[config.mk]
export PLATFORM = sky130hd
export DESIGN_NAME = dense_seq_ctrl
export DESIGN_NICKNAME = d
export VERILOG_FILES = /design/src/rtl/dense_seq_ctrl_pkg.sv /design/src/rtl/dense_seq_ctrl.sv
export SDC_FILE = /design/constraint.sdc
export NUM_CORES = 1
export LEC_CHECK = 0
export CORE_UTILIZATION = 35
export CTS_CLUSTER_DIAMETER = 100
export DETAILED_ROUTE_END_ITERATION = 16
export PLACE_DENSITY = 0.51
export SETUP_SLACK_MARGIN = 0.2
export SLEW_MARGIN = 10
export SYNTH_ARGS = -nofsm -noshare
export SYNTH_HDL_FRONTEND = slang
export SYNTH_SLANG_ARGS = --single-unit
[constraint.sdc]
create_clock -name clk -period 4.1 [get_ports clk]
set_clock_uncertainty 0.2 [all_clocks]
set_input_delay 0.82 -clock clk [delete_from_list [all_inputs] [get_ports clk]]
set_output_delay 0.82 -clock clk [all_outputs]
set_load 0.03 [all_outputs]
[src/rtl/dense_seq_ctrl_pkg.sv]
// Shared constants and FSM state type for the dense-layer input sequencer.
package dense_pkg;

  localparam int IN_W_DEF    = 128;
  localparam int CHUNK_W_DEF = 2;
  localparam int NUM_CYC_DEF = 512;
  localparam int CHUNKS      = IN_W_DEF / CHUNK_W_DEF;
  localparam int ADDR_W      = $clog2(NUM_CYC_DEF);

  typedef enum logic {
    IDLE   = 1'b0,
    STREAM = 1'b1
  } state_t;

endpackage

[src/rtl/dense_seq_ctrl.sv]
// Double-buffered vector sequencer: HOLD -> SHIFT, issues CHUNK_W bits per cycle MSB-first
// with the weight-ROM address leading the data by one cycle.
//   state  | meaning
//   IDLE   | SHIFT empty, nothing issuing; w_addr holds
//   STREAM | SHIFT valid, one chunk on data_vec every cycle
module dense_seq_ctrl
  import dense_pkg::*;
#(
  parameter int IN_W    = IN_W_DEF,
  parameter int CHUNK_W = CHUNK_W_DEF,
  parameter int NUM_CYC = NUM_CYC_DEF
) (
  input  logic                       clk,
  input  logic                       rst,
  input  logic                       flush,
  input  logic                       vld_in,
  output logic                       rdy_in,
  input  logic [IN_W-1:0]            data_in,
  output logic [$clog2(NUM_CYC)-1:0] w_addr,
  output logic                       vld_out,
  output logic [CHUNK_W-1:0]         data_vec,
  output logic                       seg_first,
  output logic                       seg_last,
  output logic                       frame_done
);

  localparam int NCHUNK = IN_W / CHUNK_W;
  localparam int AW     = $clog2(NUM_CYC);
  localparam int CNT_W  = (NCHUNK > 1) ? $clog2(NCHUNK) : 1;

  state_t            state, state_nxt;
  logic              hold_full;
  logic [IN_W-1:0]   hold_data;
  logic [IN_W-1:0]   shift_data;
  logic [CNT_W-1:0]  cnt;
  logic              streaming, last, load_now, accept, bypass, issue_addr;

  always_comb begin
    streaming  = (state == STREAM);
    last       = streaming && (cnt == CNT_W'(NCHUNK - 1));
    load_now   = hold_full && (!streaming || last) && !flush;
    rdy_in     = rst && !flush && (!hold_full || load_now);
    accept     = vld_in && rdy_in;
    // A vector arriving on the last chunk with HOLD empty goes straight to SHIFT so the stream never bubbles.
    bypass     = last && !hold_full && accept;
    issue_addr = load_now || bypass || (streaming && !last);
  end

  always_comb begin
    state_nxt = state;
    if (flush) begin
      state_nxt = IDLE;
    end else begin
      case (state)
        IDLE:    if (load_now) state_nxt = STREAM;
        STREAM:  if (last && !(load_now || bypass)) state_nxt = IDLE;
        default: state_nxt = IDLE;
      endcase
    end
  end

  always_ff @(posedge clk or negedge rst) begin
    if (!rst) state <= IDLE;
    else      state <= state_nxt;
  end

  always_ff @(posedge clk or negedge rst) begin
    if (!rst) begin
      hold_full  <= 1'b0;
      hold_data  <= '0;
      shift_data <= '0;
      cnt        <= '0;
      w_addr     <= '0;
    end else if (flush) begin
      hold_full <= 1'b0;
      cnt       <= '0;
      w_addr    <= '0;
    end else begin
      if (accept && !bypass) begin
        hold_full <= 1'b1;
        hold_data <= data_in;
      end else if (load_now) begin
        hold_full <= 1'b0;
      end

      if (load_now) begin
        shift_data <= hold_data;
        cnt        <= '0;
      end else if (bypass) begin
        shift_data <= data_in;
        cnt        <= '0;
      end else if (last) begin
        cnt <= '0;
      end else if (streaming) begin
        shift_data <= shift_data << CHUNK_W;
        cnt        <= cnt + 1'b1;
      end

      if (issue_addr)
        w_addr <= (w_addr == AW'(NUM_CYC - 1)) ? '0 : w_addr + 1'b1;
    end
  end

  // w_addr already points one past the chunk on data_vec, so it reads 0 right after address NUM_CYC-1.
  always_comb begin
    vld_out    = streaming;
    data_vec   = streaming ? shift_data[IN_W-1 -: CHUNK_W] : '0;
    seg_first  = streaming && (cnt == '0);
    seg_last   = last;
    frame_done = streaming && (w_addr == '0);
  end

endmodule

==> metrics.csv <==
metric,value,unit
grt ovf,0,
fmax,279,MHz
worst setup margin,0.512,ns
R2R Path End,hold_data[23]$_DFFE_PN0P_,
footprint of the multi-input gates,0.00503,sq mm
Root Driver,clkbuf_16,
Fin. Hold Viols,0,
DRT Pass-1 Iters,5,
CP arrival,2.57,ns
Post-synth ARST share,100,%
Hold EP,shift_data[126]$_DFFE_PN0P_,
top-count cell post-synth,dfrtp_1,
post-synthesis mux area share,11.8,%
Hold Crit Start,shift_data[126]$_DFFE_PN0P_,
dpl hpwl,17.3,mm
Rows,68,
Max transition margin,38.1,%
Clock Latency Late Sink,0.55,ns
CTS Sinks,273,
R2R depth,6,
status,"complete, no violations",
global placement routability congestion,0.711,
Post-synth EDFFs,0,
Netlist cell types,45,
Final period util,87.5,%
Port Buffer Count,147,
R2R setup slack,1.38,ns
WL per Instance,18.0,um
CTS tree,done,
final setup fails,0,
crit path capture type,output port,
"Clk pin slew, worst setup/hold paths",0.06,ns
Chip Height,190,um
Final ANT Viol Nets,0,
design area,0.0152,sq mm
Seq. cell area,0.00683,sq mm
number of post-CTS setup repair buffers,0,
max-slew violations,0,
Max-cap violations,0,
"delay-heaviest family, CP",buffers and inverters,
Setup TNS Final,0,ns
Hold Path Depth,2,
initial antenna violation count,2,
die footprint,0.0360,sq mm
Residual DRC,0,
layout cell share with drive strength beyond 1,6.51,%
Worst Path Required,3.08,ns
Tmin final,3.59,ns
Core Box Area,0.0346,sq mm
Crit path largest cell delay,0.62,ns
post-synthesis simple-gate area fraction,6.59,%
vias in the first global route,9479,
vias per inst,5.44,
GRT Overall Usage,17.5,%
Worst-Margin Slew,0.929,ns
crit start category,flip-flop,
kind of critical path,reg -> out,
RSZ-0062 raised after global routing,no,
CP Max Fanout,8,
Mapped Nets,1260,
Syn. warnings,0,
Die X,190,um
Synth Area in Compound Gates,21.7,%
CTS HTree Levels,1,
Synth top area share,55.4,%
Pleak,6.13,nW
ANT cells,0,
CP max stage cell,clkdlybuf4s50_1,
"Buf+Inv Stages, Crit Path",1,
RR Startpoint,cnt[0]$_DFFE_PN0P_,
#FFs+latches synth,273,
"area leader, netlist",dfrtp_1,
"Top FF cell, synth",dfrtp_1,
fillers,3309,
P&R area growth vs syn,23.3,%
post-synthesis adder-cell area fraction,0.508,%
sequential share of the synthesized area,55.4,%
largest net degree at the start of global routing,158,
Overall Power,7.31,mW
placed cell areas,0.0142,sq mm
"top cells by count, synth","dfrtp_1, a21oi_1, nand2_1",
CTS Buf Count,31,
Syn Area/Cell,11.0,sq um
Max VDD drop,329,uV
crit path cell chain,ha_1 > and3_1 > a21oi_4 > a21oi_1 > clkdlybuf4s50_1,
most area-consuming cells after synthesis,"dfrtp_1, mux2_1, o31ai_1",
final net count,1362,
worst min path class,reg -> reg,
DR iter-0 viols,500,
Max Buffers Root-to-Sink,3,
Synth Area in XOR/XNOR,0,%
Layout Utilization,43.9,%
Post-Syn Area,0.0123,sq mm
DP Worst Slack,0.854,ns
Starting Density,35.6,%
WL final,30.6,mm
PwrDens,481,mW/mm^2
Mapped Cells,1123,
CP Launch Point,cnt[0]$_DFFE_PN0P_,
via count,9255,
largest family of logic cells by synthesized area,compound AO/OA/AOI/OAI gates,
first-pass GRT wire length,51.5,mm
top-level port count,148,
## worst min-delay path: stages, from the launching register on
cell and delay, ns:
dfrtp_1 0.33, nand2_1 0.05, o31ai_1 0.05
## cell families after synthesis
kind of cell	Yosys count
muxes	129
buffers and inverters	108
adders and majority gates	5
and+or+nand+nor	185
AOI/OAI and AO/OA	423
DFF	273
## report_power, final
| part | leakage, nW | switching [mW] | total, mW | internal (mW) |
|---|---|---|---|---|
| Combinational | 2.18 | 0.543 | 1.11 | 0.565 |
| Sequential | 3.48 | 0.303 | 3.60 | 3.29 |
| Clock | 0.472 | 1.08 | 2.60 | 1.52 |
## area by class of cell
type / instances / share of cell area, %
sequential: 273 / 45.0
multi-input combinational: 742 / 33.1
timing repair buffer: 171 / 11.7
clock buffer: 46 / 6.00
tap: 455 / 3.75
clock inverter: 7 / 0.272
inverter: 6 / 0.148
## per-stage QoR
| stage | cells | hold slack [ns] |
|---|---|---|
| 6_report | 1700 | 0.271 |
| 5_1_grt | 1700 | 0.295 |
| 4_1_cts | 1700 | 0.275 |
| 3_5_place_dp | 1646 | 0.262 |
| 3_3_place_gp | 1646 | 0.256 |
| 2_1_floorplan | 1123 | 0.241 |
## worst max path at each step
stage / end / slack (ns) / depth (start not counted)
3_3_place_gp: rdy_in / 0.87 / 4
3_5_place_dp: shift_data[68]$_DFFE_PN0P_ / 0.85 / 7
6_report: rdy_in / 0.51 / 5
5_1_grt: rdy_in / 0.40 / 5
4_1_cts: rdy_in / 0.48 / 5
2_1_floorplan: frame_done / 1.04 / 2
## state kept, by name (all words and copies together), names as in the netlist
signal      flops
hold_data     128
w_addr          9
vld_out         1
cnt             6
hold_full       1
shift_data    128
## timing repair
action	4_1_cts	5_1_grt
resized for setup	0	0
endpoints found under the hold margin	21	0
hold buffers	1	0
endpoints found under the setup margin	0	0
## cell usage in the layout (no fill, tap or decap), types with 2 or more instances in the layout
cell type        synthesis  routed
or4b_2                   2       2
a31oi_1                  4       4
and4_1                   2       2
or3_1                    2       2
clkinv_2                 0       5
buf_4                   16      13
clkbuf_1                71       7
nor2_1                   9       9
o21ai_0                 12      12
nor4_1                   2       2
and3_1                   5       5
o31ai_1                126     126
nand3_1                  6       6
or4_1                    5       5
clkdlybuf4s50_1          0     146
nand2b_1                 2       2
ha_1                     5       5
dfrtp_1                273     273
clkbuf_16                0      31
buf_12                   0      10
nor2b_1                  2       2
nand3b_1                 4       4
and2_1                   3       3
a21oi_1                142     142
a22oi_1                  2       2
mux2_1                 128     128
nand2_1                136     136
a311oi_1                 2       2
o22ai_1                126     126
inv_1                    5       5
clkbuf_8                 0       8
## metal layers
layer | routed length, um | up-vias | global-route usage [%]
met5 | 17 | - | 0
met4 | 597 | 2 | 4.09
met3 | 1260 | 42 | 2.64
met2 | 13800 | 151 | 28.2
met1 | 15000 | 4631 | 24.8
li1 | - | 4429 | -
No activity file was read; power rests on OpenSTA's default activity.
